### config.mk
export PLATFORM = sky130hd
export DESIGN_NAME = fe_iq
export DESIGN_NICKNAME = d
export VERILOG_FILES = /design/src/rtl/fe_iq_pkg.sv /design/src/rtl/fe_iq.sv
export SDC_FILE = /design/constraint.sdc
export NUM_CORES = 1
export LEC_CHECK = 0
export BUFFER_PORTS_ARGS = -buffer_cell sky130_fd_sc_hd__buf_2
export CAP_MARGIN = 20
export CORE_MARGIN = 2
export CORE_UTILIZATION = 49
export CTS_CLUSTER_DIAMETER = 40
export DETAILED_ROUTE_END_ITERATION = 7
export PLACE_DENSITY = 0.75
export RECOVER_POWER = 25
export SKIP_CTS_REPAIR_TIMING = 1
export SYNTH_ARGS = -nofsm -noshare
export SYNTH_HDL_FRONTEND = slang
export SYNTH_SLANG_ARGS = --single-unit
### constraint.sdc
create_clock -name clk -period 8.3 [get_ports clk]
set_input_delay 1.66 -clock clk [delete_from_list [all_inputs] [get_ports clk]]
set_output_delay 1.66 -clock clk [all_outputs]
set_load 0.01 [all_outputs]
### src/rtl/fe_iq_pkg.sv
// fe_iq_pkg: packet types shared by fetch, the instruction queue and decode
package fe_iq_pkg;

    typedef struct packed {
        logic [31:0] pc;
        logic [31:0] instr;
        logic [15:0] simid;
    } t_instr_pkt;

    typedef struct packed {
        logic        valid;
        logic [31:0] target;
    } t_br_mispred_pkt;

    typedef struct packed {
        logic        valid;
        logic [31:0] pc;
    } t_nuke_pkt;

endpackage

### src/rtl/fe_iq.sv
// fe_iq: in-order instruction queue between fetch and decode, flushed on mispredict or nuke
module fe_iq
    import fe_iq_pkg::*;
#(
    parameter int DEPTH = 4
) (
    input  logic            clk,
    input  logic            reset,
    input  t_br_mispred_pkt br_mispred_ex0,
    input  t_nuke_pkt       nuke_rb1,
    input  logic            valid_fe1,
    input  t_instr_pkt      instr_fe1,
    output logic            iq_ready_fe1,
    output logic            valid_iq0,
    output t_instr_pkt      instr_iq0,
    input  logic            decode_ready_de0,
    output logic            iq_empty
);

    localparam int PW = $clog2(DEPTH);
    localparam int CW = $clog2(DEPTH + 1);
    localparam logic [CW-1:0] FULL = CW'(DEPTH);

    t_instr_pkt    entry_q [DEPTH];
    t_instr_pkt    entry_d [DEPTH];
    logic [PW-1:0] rd_ptr_q, rd_ptr_d;
    logic [PW-1:0] wr_ptr_q, wr_ptr_d;
    logic [CW-1:0] count_q, count_d;
    logic          flush, enq, deq;

    logic unused_ok;
    assign unused_ok = ^{br_mispred_ex0.target, nuke_rb1.pc};

    // Handshakes: ready comes only from the registered count, head is read straight from the array
    always_comb begin
        flush        = br_mispred_ex0.valid | nuke_rb1.valid;
        iq_ready_fe1 = count_q != FULL;
        valid_iq0    = (count_q != '0) & ~flush;
        iq_empty     = count_q == '0;
        instr_iq0    = entry_q[rd_ptr_q];
        enq          = valid_fe1 & iq_ready_fe1 & ~flush;
        deq          = valid_iq0 & decode_ready_de0;
    end

    // Next state: write at tail, advance pointers, flush wins over everything
    always_comb begin
        entry_d  = entry_q;
        rd_ptr_d = rd_ptr_q + PW'(deq);
        wr_ptr_d = wr_ptr_q + PW'(enq);
        count_d  = count_q + CW'(enq) - CW'(deq);
        if (enq) entry_d[wr_ptr_q] = instr_fe1;
        if (flush) begin
            rd_ptr_d = '0;
            wr_ptr_d = '0;
            count_d  = '0;
        end
    end

    // State register; entry contents need no reset since count gates their visibility
    always_ff @(posedge clk) begin
        entry_q <= entry_d;
        if (reset) begin
            rd_ptr_q <= '0;
            wr_ptr_q <= '0;
            count_q  <= '0;
        end else begin
            rd_ptr_q <= rd_ptr_d;
            wr_ptr_q <= wr_ptr_d;
            count_q  <= count_d;
        end
    end

`ifndef SYNTHESIS
    logic [15:0] last_simid_q;
    logic        seen_q;

    a_count_bound: assert property (@(posedge clk) disable iff (reset) count_q <= FULL);
    a_no_deq_empty: assert property (@(posedge clk) disable iff (reset) deq |-> count_q != '0);
    a_no_enq_full: assert property (@(posedge clk) disable iff (reset) enq |-> count_q != FULL);
    a_head_stable: assert property (@(posedge clk) disable iff (reset)
        (valid_iq0 & ~decode_ready_de0 & ~flush) |=> $stable(instr_iq0));

    // Dequeued SIMIDs must keep increasing in program order
    always_ff @(posedge clk) begin
        if (reset) begin
            seen_q <= 1'b0;
        end else if (deq) begin
            a_simid_order: assert (!seen_q || instr_iq0.simid > last_simid_q);
            seen_q       <= 1'b1;
            last_simid_q <= instr_iq0.simid;
        end
    end
`endif

endmodule

**Word-level counts from Yosys, hierarchy flattened**

Cells that the tools add are included.

- Register bits: 327
- Input bits: 150
- Output and inout port bits: 83
- Word-level logic and storage cells: 41

- Add/sub/neg operators: 4
- Order comparisons: 3
- Equality and inequality tests: 1
- Multiplexer cells: 6
- Bitwise logic cells: 8
- Reduce and logical (&&, ||, !) cells: 4

Operators by type and width:

| cell | number |
|---|---|
| 320-bit bitwise mux | 1 |
| 80-bit 2-to-1 mux | 3 |
| 80-bit binary-select mux with 2-bit select | 1 |
| 80-bit demux with 2-bit select | 1 |
| 3-bit >= comparator, second input constant | 2 |
| 2-bit inverter with 3-bit output | 2 |
| 2-bit by 1-bit adder with 2-bit output | 2 |
| 1-bit bitwise AND | 4 |
| 3-bit by 1-bit adder with 3-bit output | 1 |
| 3-bit logical NOT | 1 |
| 3-bit by 1-bit less-than comparator with 1-bit output, second input constant | 1 |
| 3-bit inequality test, second input constant | 1 |
| 3-bit nonzero test | 1 |
| 3-bit by 1-bit subtractor with 3-bit output | 1 |
| 2-bit OR reduction | 1 |
| 1-bit logical AND | 1 |
| 1-bit inverter | 1 |
| 1-bit bitwise OR | 1 |

**Logic depth before layout (Yosys ltp)**

Gate-level depths: netlist of run 1.

- Depth in word-level cells: 6
- Depth in mapped cells: 9
- Mapped depth without buffers: 9

**Worst setup path before layout of run 1**

Ideal clock, no wire load.

- Kind: input to register
- Start point: input port nuke_rb1[32] (netlist name)
- End point: register entry_q[160] (netlist name), enable pin
- Setup time: 0.633 ns
- Arrival time: 7.791 ns
- Required time: 7.667 ns
- Slack: -0.124 ns
- Stages on the path: 3
- Path buffers: 0
- Path through: nor2_1 nand3_1 nor3b_1

- Cells in the longest elaborated chain, start to end: 3

Ends and longest elaborated chain:

| element | line | RTL |
|---|---|---|
| start, declared | fe_iq.sv:10 | `input t_nuke_pkt nuke_rb1,` |
| 1-bit bitwise OR | fe_iq.sv:36 | `flush = br_mispred_ex0.valid \| nuke_rb1.valid;` |
| 1-bit inverter | fe_iq.sv:41 | `enq = valid_fe1 & iq_ready_fe1 & ~flush;` |
| 1-bit bitwise AND | fe_iq.sv:41 |  |
| end signal, assigned | fe_iq.sv:61 | `entry_q <= entry_d;` |
| end, declared | fe_iq.sv:24 | `t_instr_pkt entry_q [DEPTH];` |

Every way passes these cells.
A chain may end at the register's enable or synchronous reset.

==> results.md, run 1 <==
* Distinct cells, synth at 29
* Hold path endpoint: count_q[2]
* Unrepaired setup endpoints after global routing: no
* Pwr per Cell Area at 249 mW/mm2
* Reg2reg end: entry_q[26]
* DR top layer: met4
* Critical Path, Cell by Cell: buf_4 > mux4_2 > buf_2
* Clock latency at the later pin of the worst-skew pair at 0.52 ns
* Die area at 0.0258 mm2
* Reg2reg setup slack at 5.25 ns
* I/O Buffers at 168
* First-pass GRT wire length at 33,700 um
* GPL Wtd Cong at 0.705
* Cell family with most CP delay: buffers and inverters
* Highest Clock Rate at 214 MHz
* Router iterations before antenna repair at 4
* Worst EP required at 6.64 ns
* Startpoint Class: register
* Setup TNS at 0 ns
* CP peak stage delay at 0.89 ns
* Wire length on met3 at 1520 um
* CP arrival at 3.01 ns
* Root Driver: clkbuf_16
* Routed via count at 5,499
* Vias per inst at 5.38
* DIE WIDTH at 161 um
* # setup viols final at 0
* Layout area overhead at 20.3%
* Die height at 161 um
* Clk_skew at 0.0174 ns
* Final Hold Fails at 0
* Overflow after GRT at 0
* CTS sink count at 327
* CTS tree: done
* Hold Crit Start: count_q[1]
* FF+latch count, synth at 327
* Mapped Area at 0.0120 mm2
* Syn. warnings at 0
* Post-Syn Nets at 617
* Vias in the first global route at 6,160
* Fill cell count at 1,778
* Max clock buf depth at 3
* N_diodes at 0
* # DRC at 0
* Fin. max-slew vios at 0
* Met2 wire len at 11,000 um
* Leakage at 4.69 nW
* Clock buffer count from CTS at 40
* Synth Instances at 464
* Setup crit end kind: output pin
* Crit path max-delay cell type: dfxtp_4
* Initial antenna violation count at 0
* Final min period at 4.67 ns
* Row count at 57
* Final ANT Viol Nets at 0
* Worst Max-Slew Pin Slew at 0.861 ns
* Worst hold stages at 2
* WL final at 21,400 um
* Worst reg2reg path startpoint: count_q[1]
* WL met1 at 8460 um
* Max Fanout on Critical Path at 42
* CP Class: register to output pin
* Share of the yosys chip area belonging to registers at 81.0%
* Hold_ws at 0.649 ns
* Number of max-cap violations at 0
* H-Tree Depth at 2
* Layout cell share with drive strength beyond 1 at 39.7%
* 1st-iter DRT viols at 307
* Status: completed
* Starting Density at 49.7%
* Final Cycle Share at 56.3%
* DP Wirelength at 12,500 um
* Core Area at 0.0242 mm2
* Overall Global Routing Usage at 17.0%
* Hold Path Class: register to register
* Pin count of the biggest net entering global routing at 57
* Routed wire per std cell at 20.9 um
* Syn Area/Cell at 26.0 um2
* Final net count at 819
* CP Buf/Inv Count at 2
* Clk slew on worst S/H paths at 0.05 ns
* Io pins at 233
* Worst r2r path cells at 4
* Slew headroom at 42.6%
* Max IR drop VDD at 0.270 mV
cells by family (layout without fill, tap and decap cells):
logic type	Yosys count	in the layout	synth area share (%)
DFF	327	327	81.0
muxes	80	80	15.0
and+or+nand+nor	24	24	1.05
buffers and inverters	20	254	1.88
AOI/OAI and AO/OA	6	6	0.416
xor gates and xnor gates	4	4	0.291
adders and majority gates	3	3	0.374
registers in the layout, summed over array words and instances, names as in the netlist:
signal	flops
count_q	3
entry_q	320
rd_ptr_q	2
wr_ptr_q	2
worst reg2reg max path: cells and delay by family (launching register included):
| family | cells | cell delay [ns] |
|---|---|---|
| simple gates | 3 | 1.33 |
| buf+inv | 1 | 0.81 |
| flops | 1 | 0.51 |
Yosys cell counts:
cell	instances	share of area, %
edfxtp_1	320	80
mux4_2	78	15
nor2_1	9	0.28
buf_12	8	1.3
buf_2	8	0.33
dfxtp_1	7	1.2
nor3_1	4	0.17
and2_1	3	0.16
xor2_1	3	0.22
ha_1	2	0.21
inv_1	2	0.062
mux4_1	2	0.44
nor3b_1	2	0.12
a2111oi_0	1	0.073
a211oi_2	1	0.10
buf_8	1	0.12
clkbuf_1	1	0.031
fa_1	1	0.17
nand2_1	1	0.031
nand3_1	1	0.042
nor2b_1	1	0.052
o211ai_1	1	0.062
o21ai_0	1	0.042
o311ai_0	1	0.073
o31ai_1	1	0.062
or2_2	1	0.052
or3_1	1	0.052
or3b_4	1	0.094
xnor2_1	1	0.073
final cells by class:
| type | count | area [um2] | area share (%) |
|---|---|---|---|
| tap | 324 | 405 | 2.80 |
| inverter | 2 | 7.51 | 0.0518 |
| clock buffer | 46 | 1040 | 7.21 |
| sequential | 327 | 9760 | 67.4 |
| clock inverter | 28 | 295 | 2.04 |
| timing repair buffer | 178 | 871 | 6.01 |
| multi-input combinational | 117 | 2100 | 14.5 |
worst max path at each step:
stage                       from       endpoint  slack, ns  depth (start not counted)
floorplan           nuke_rb1[32]   entry_q[240]       0.30                          3
global placement    nuke_rb1[32]    entry_q[54]       4.06                          5
detailed placement  nuke_rb1[32]    entry_q[28]       3.97                          5
CTS                  rd_ptr_q[0]  instr_iq0[46]       3.48                          3
global route         rd_ptr_q[0]  instr_iq0[46]       3.34                          3
finish               rd_ptr_q[0]  instr_iq0[45]       3.63                          3
cells in the final DEF, fill, tap and decap left out, types with 4 or more instances in the layout:
cell type / count
bufinv_16: 4
buf_4: 9
mux4_2: 78
clkbuf_16: 41
clkbuf_1: 57
inv_6: 7
buf_2: 116
clkinv_1: 5
nor2_1: 8
dfxtp_1: 5
edfxtp_1: 320
clkinv_2: 4
per-layer routing:
metal | GRT usage, % | vias to the layer above
li1 | - | 2424
met1 | 21.3 | 2858
met2 | 29.3 | 178
met3 | 4.65 | 39
met4 | 4.99 | 0
met5 | 0 | -
power by group:
group	leakage (nW)	switching, mW	internal, mW
clock network	0.654	0.654	1.05
registers	2.95	0.00318	1.83
logic	1.08	0.0435	0.0293
total	4.69	0.701	2.90
per-stage QoR:
stage | area, um2 | setup slack (ns) | utilization (%) | cells | power [mW]
finish | 14500 | 3.63 | 59.7 | 1022 | 3.60
global route | 14500 | 3.34 | 59.7 | 1022 | 3.73
CTS | 14500 | 3.48 | 60.0 | 1022 | 3.65
detailed placement | 13200 | 3.97 | 54.5 | 948 | 1.94
global placement | 13200 | 4.06 | 54.3 | 947 | 1.93
floorplan | 12100 | 0.304 | - | 464 | 1.89
No activity file was read; power rests on OpenSTA's default activity.
==> run 2, diff against run 1 <==
==> constraint.sdc (replaced) <==
create_clock -name clk -period 4 [get_ports clk]
set_input_delay 0.8 -clock clk [delete_from_list [all_inputs] [get_ports clk]]
set_output_delay 0.8 -clock clk [all_outputs]
set_load 0.01 [all_outputs]
==> run 2 against run 1 <==
Via count shrank 1.3%. Sequential power up 110%. Clock power rose by 100%. Die area unchanged. Utilization grew 0.13 points.
==> results.md, run 2 (same netlist as run 1, synthesis figures left out) <==
* Layout cell share with drive strength beyond 1 at 39.9% (was 39.7%)
* Clock buffer count from CTS at 38 (was 40)
* DIE WIDTH at 161 um (unchanged)
* Overall Global Routing Usage at 17.2% (was 17.0%)
* Fill cell count at 1,736 (was 1,778)
* Clk_skew at 0.0120 ns (was 0.0174 ns)
* Leakage at 4.68 nW (was 4.69 nW)
* Die area at 0.0258 mm2 (unchanged)
* Row count at 57 (unchanged)
* Clock latency at the later pin of the worst-skew pair at 0.51 ns (was 0.52 ns)
* CTS tree: done (unchanged)
* CP arrival at 2.32 ns (was 3.01 ns)
* CP Class: register to output pin (unchanged)
* Final ANT Viol Nets at 0 (unchanged)
* Post-Layout Cell Count at 1,019 (was 1,022)
* CP endpoint: instr_iq0[79] (was instr_iq0[45])
* DP Wirelength at 12,800 um (was 12,500 um)
* Router iterations before antenna repair at 4 (unchanged)
* Vias in the first global route at 5,994 (was 6,160)
* # DRC at 0 (unchanged)
* Largest register FFs at 320 (unchanged)
* Clk slew on worst S/H paths at 0.05 ns (about the same)
* I/O Buffers at 168 (unchanged)
* Root Driver: clkbuf_16 (unchanged)
* Worst EP required at 3.20 ns (was 6.64 ns)
* Max IR drop VDD at 0.406 mV (was 0.270 mV)
* Hold Path Class: input port to register (was register to register)
* Final Cycle Share at 78.0%
* H-Tree Depth at 2 (unchanged)
* First-pass GRT wire length at 33,500 um (was 33,700 um)
* Highest Clock Rate at 321 MHz
* Post-Place Cells at 949 (was 948)
* Largest reg by FF count: entry_q (unchanged)
* Core Area at 0.0242 mm2 (unchanged)
* # setup viols final at 0 (unchanged)
* Setup TNS at 0 ns (unchanged)
* Pwr Total at 7.43 mW (was 3.60 mW)
* Setup crit end kind: output pin (unchanged)
* Worst r2r path cells at 4 (unchanged)
* Fin. max-slew vios at 0 (unchanged)
* Worst Max-Slew Pin Slew at 0.913 ns (was 0.861 ns)
* Hold_ws at 0.507 ns (was 0.649 ns)
* CTS sink count at 327 (unchanged)
* 1st-iter DRT viols at 426 (was 307)
* Status: completed (unchanged)
* Layout area overhead at 20.5% (was 20.3%)
* Startpoint Class: register (unchanged)
* Routed wire per std cell at 21.3 um (was 20.9 um)
* Biggest regs: entry_q (320), count_q (3) (unchanged)
* Max clock buf depth at 3 (unchanged)
* Setup WS post-layout at 0.882 ns (was 3.63 ns)
* Final min period at 3.12 ns
* Reg2reg end: entry_q[125] (was entry_q[26])
* Worst reg2reg path startpoint: count_q[1] (unchanged)
* Final Hold Fails at 0 (unchanged)
* Io pins at 233 (unchanged)
* Reg2reg setup slack at 1.41 ns (was 5.25 ns)
* Max Fanout on Critical Path at 29 (was 42)
* Slew headroom at 39.1% (was 42.6%)
* Overflow after GRT at 0 (unchanged)
* Starting Density at 49.7% (unchanged)
* Pin count of the biggest net entering global routing at 64 (was 57)
* GPL Wtd Cong at 0.725 (was 0.705)
* Final net count at 818 (was 819)
* Pre-CTS setup slack at 1.09 ns (was 3.97 ns)
* Vias per inst at 5.32 (was 5.38)
* Initial antenna violation count at 0 (unchanged)
* Unrepaired setup endpoints after global routing: no (unchanged)
* Worst setup path start: rd_ptr_q[0] (unchanged)
* Pwr per Cell Area at 512 mW/mm2 (was 249 mW/mm2)
* Die height at 161 um (unchanged)
* Most common cell after layout, fill and taps aside: edfxtp_1 (unchanged)
* WL final at 21,700 um (was 21,400 um)
* Number of max-cap violations at 0 (unchanged)
* Routed via count at 5,425 (was 5,499)
* Most frequent cells in the layout: 320 x edfxtp_1, 119 x buf_2, 78 x mux4_2 (was 320 x edfxtp_1, 116 x buf_2, 78 x mux4_2)
-- run 2: cell type report --
type                    instances  area [um2]  share of cell area [%]
flip-flops and latches        327        9760                    67.2
multi-input cells             117        2110                    14.5
clock buffers                  45        1010                    6.95
repair buffers                179         937                    6.46
well taps                     324         405                    2.79
clock inverters                24         288                    1.98
inverters                       2        7.51                  0.0517
diodes                          1        2.50                  0.0172
-- run 2: critical path, stage by stage (launching register included) --
cell	delay [ns]
dfxtp_4	0.72
buf_12	0.33
mux4_1	0.57
buf_2	0.16
-- run 2: metal layers --
layer  up-vias  routed length [um]  GRT usage [%]  share of wire (%)
li1       2418                   -              -                  -
met2       163               11100           29.7                 51
met3        34                1370           4.44                6.3
met5         -                   0              0                  0
met4         0                 391           4.59                1.8
met1      2810                8770           21.9                 40
-- run 2: worst min path at each step --
stage / endpoint / depth (start not counted) / start / slack (ns)
2_1_floorplan: count_q[2] / 2 / count_q[1] / 0.57
3_3_place_gp: count_q[2] / 2 / count_q[1] / 0.58
3_5_place_dp: count_q[2] / 2 / count_q[1] / 0.61
4_1_cts: entry_q[309] / 1 / instr_fe1[69] / 0.48
5_1_grt: entry_q[161] / 1 / instr_fe1[1] / 0.50
6_report: entry_q[313] / 1 / instr_fe1[73] / 0.51
-- run 2: report_power, final --
part | switching, mW | internal, mW
Combinational | 0.0906 | 0.0616
Clock | 1.33 | 2.15
Sequential | 0.00650 | 3.79
Total | 1.42 | 6.00
-- run 2: stage by stage --
stage	cell area, um2	util (%)
2_1_floorplan	12100	-
5_1_grt	14500	59.8
6_report	14500	59.9
3_5_place_dp	13300	54.7
4_1_cts	14600	60.1
3_3_place_gp	13300	54.7
==> run 3, diff against run 2 <==
==> constraint.sdc (replaced) <==
create_clock -name clk -period 2.6 [get_ports clk]
set_input_delay 0.52 -clock clk [delete_from_list [all_inputs] [get_ports clk]]
set_output_delay 0.52 -clock clk [all_outputs]
set_load 0.01 [all_outputs]
==> run 3 against run 2 <==
Utilization increased by 0.26 points. Critical path depth did not move. Die area unchanged. Sequential power grew 54%. Worst hold slack worse by 0.28 ns. Routed wire length down 0.25%. Combinational power increased by 58%. Setup slack worse by 0.80 ns. Clock-buffer cell count up 2. Register-to-register slack lost 0.77 ns. Largest cell class unchanged.
==> results.md, run 3 (same netlist as run 1, synthesis figures left out) <==
* Status: completed (unchanged)
* Overflow after GRT at 0 (unchanged)
* CTS tree: done (unchanged)
* Net Switching at 2.17 mW (was 1.42 mW)
* Router iterations before antenna repair at 4 (unchanged)
* # DRC at 0 (unchanged)
* Die area at 0.0258 mm2 (unchanged)
* Largest register FFs at 320 (unchanged)
* Max clock buf depth at 3 (unchanged)
* Overall Global Routing Usage at 17.1% (was 17.2%)
* Startpoint Class: register (unchanged)
* Pin count of the biggest net entering global routing at 48 (was 64)
* Vias in the first global route at 6,092 (was 5,994)
* Root Driver: clkbuf_16 (unchanged)
* Clock latency at the later pin of the worst-skew pair at 0.51 ns (about the same)
* DP Wirelength at 13,000 um (was 12,800 um)
* Final Hold Fails at 0 (unchanged)
* Highest Clock Rate at 398 MHz
* Slew headroom at 65.4% (was 39.1%)
* I/O Buffers at 168 (unchanged)
* Number of max-cap violations at 0 (unchanged)
* Largest reg by FF count: entry_q (unchanged)
* Core Area at 0.0242 mm2 (unchanged)
* Final Cycle Share at 96.7%
* Max IR drop VDD at 0.519 mV (was 0.406 mV)
* Clk slew on worst S/H paths at 0.06 ns (was 0.05 ns)
* Fill cell count at 1,765 (was 1,736)
* 1st-iter DRT viols at 306 (was 426)
* Routed wire per std cell at 21.1 um (was 21.3 um)
* Hold Path Class: input port to register (unchanged)
* DIE WIDTH at 161 um (unchanged)
* Clock buffer count from CTS at 39 (was 38)
* Comb power frac at 2.1% (about the same)
* CP Class: register to output pin (unchanged)
* CTS sink count at 327 (unchanged)
* Worst EP required at 2.08 ns (was 3.20 ns)
* Setup TNS at 0 ns (unchanged)
* Initial antenna violation count at 1 (was 0)
* Reg2reg setup slack at 0.64 ns (was 1.41 ns)
* Clock power frac at 46.4% (was 46.9%)
* # setup viols final at 0 (unchanged)
* Starting Density at 49.7% (unchanged)
* Setup crit end kind: output pin (unchanged)
* Max Fanout on Critical Path at 38 (was 29)
* CP arrival at 1.99 ns (was 2.32 ns)
* Worst Max-Slew Pin Slew at 0.519 ns (was 0.913 ns)
* Pint at 9.18 mW (was 6.00 mW)
* Routed via count at 5,516 (was 5,425)
* Layout area overhead at 21.1% (was 20.5%)
* Most common cell after layout, fill and taps aside: edfxtp_1 (unchanged)
* Most frequent cells in the layout: 320 x edfxtp_1, 117 x buf_2, 78 x mux4_2 (was 320 x edfxtp_1, 119 x buf_2, 78 x mux4_2)
* Leakage at 4.71 nW (was 4.68 nW)
* Final min period at 2.51 ns
* Io pins at 233 (unchanged)
* First-pass GRT wire length at 33,700 um (was 33,500 um)
* Reg2reg end: count_q[2] (was entry_q[125])
* Final ANT Viol Nets at 0 (unchanged)
* Fin. max-slew vios at 0 (unchanged)
* CP endpoint: instr_iq0[23] (was instr_iq0[79])
* Pre-CTS setup slack at 0.236 ns (was 1.09 ns)
* Worst setup path start: rd_ptr_q[1] (was rd_ptr_q[0])
* GPL Wtd Cong at 0.728 (was 0.725)
* N_diodes at 0 (was 1)
* Final net count at 823 (was 818)
* Setup WS post-layout at 0.0856 ns (was 0.882 ns)
* WL final at 21,600 um (was 21,700 um)
* Biggest regs: entry_q (320), count_q (3) (unchanged)
* Pwr per Cell Area at 779 mW/mm2 (was 512 mW/mm2)
* Switching Share at 19.1% (was 19.2%)
* H-Tree Depth at 2 (unchanged)
* Die height at 161 um (unchanged)
* Unrepaired setup endpoints after global routing: no (unchanged)
* Worst reg2reg path startpoint: count_q[0] (was count_q[1])
* Clk_skew at 0.00824 ns (was 0.0120 ns)
* Sequential Power Share at 51.4% (was 51.1%)
* Vias per inst at 5.38 (was 5.32)
* Layout cell share with drive strength beyond 1 at 40.1% (was 39.9%)
* Row count at 57 (unchanged)
* Worst r2r path cells at 9 (was 4)
-- run 3: cell count changes in the layout (fill, tap and decap cells not counted), moves of 2 or more --
cell,delta
buf_2,-2
clkinvlp_4,-3
buf_6,+3
clkinv_1,+3
clkbuf_1,+4
dfxtp_2,+2
clkinv_2,+2
dfxtp_1,-2
-- run 3: worst min-delay path by stage --
stage,cells past startpoint,to,start
global placement,2,count_q[2],count_q[1]
CTS,1,entry_q[228],instr_fe1[68]
floorplan,2,count_q[2],count_q[1]
detailed placement,2,count_q[2],count_q[1]
global route,1,entry_q[122],instr_fe1[42]
finish,1,entry_q[123],instr_fe1[43]
-- run 3: power groups by stage --
stage                     clock network [mW]  registers, mW  logic [mW]
after floorplan                            0           5.95      0.0833
after global placement                     0           5.94       0.233
after detailed placement                   0           5.95       0.251
after CTS                               5.38           5.84       0.253
after global routing                    5.61           5.84       0.263
final                                   5.27           5.84       0.240
-- run 3: layout make-up --
| cell class | count | area [um2] | area share (%) |
|---|---|---|---|
| Timing Repair Buffer | 183 | 988 | 6.78 |
| Inverter | 2 | 7.51 | 0.0515 |
| Sequential cell | 327 | 9760 | 67.0 |
| Clock inverter | 25 | 262 | 1.79 |
| Multi-Input combinational cell | 117 | 2130 | 14.6 |
| Tap cell | 324 | 405 | 2.78 |
| Clock buffer | 47 | 1030 | 7.05 |
-- run 3: worst max-delay path, cell delays in order (launching register included) --
cell     delay (ns)
dfxtp_4        0.59
buf_12         0.29
mux4_2         0.37
buf_2          0.16
-- run 3: through the flow --
step                      util, %  area [um2]  hold slack, ns  total power, mW  std cells
after floorplan                 -       12100           0.525             6.03        464
after global placement       55.0       13300           0.555             6.18        953
after detailed placement     55.0       13300           0.569             6.20        953
after CTS                    60.3       14600           0.194             11.5       1025
after global routing         60.1       14600           0.226             11.7       1025
final                        60.1       14600           0.227             11.3       1025
-- run 3: per-layer routing --
layer  up-vias  global-route usage (%)  part of all wire (%)
li1       2432                       -                     -
met1      2883                    21.7                    40
met2       174                    29.7                    52
met3        25                    4.57                   6.6
met4         2                    4.18                   1.3
met5         -                       0                 0.074
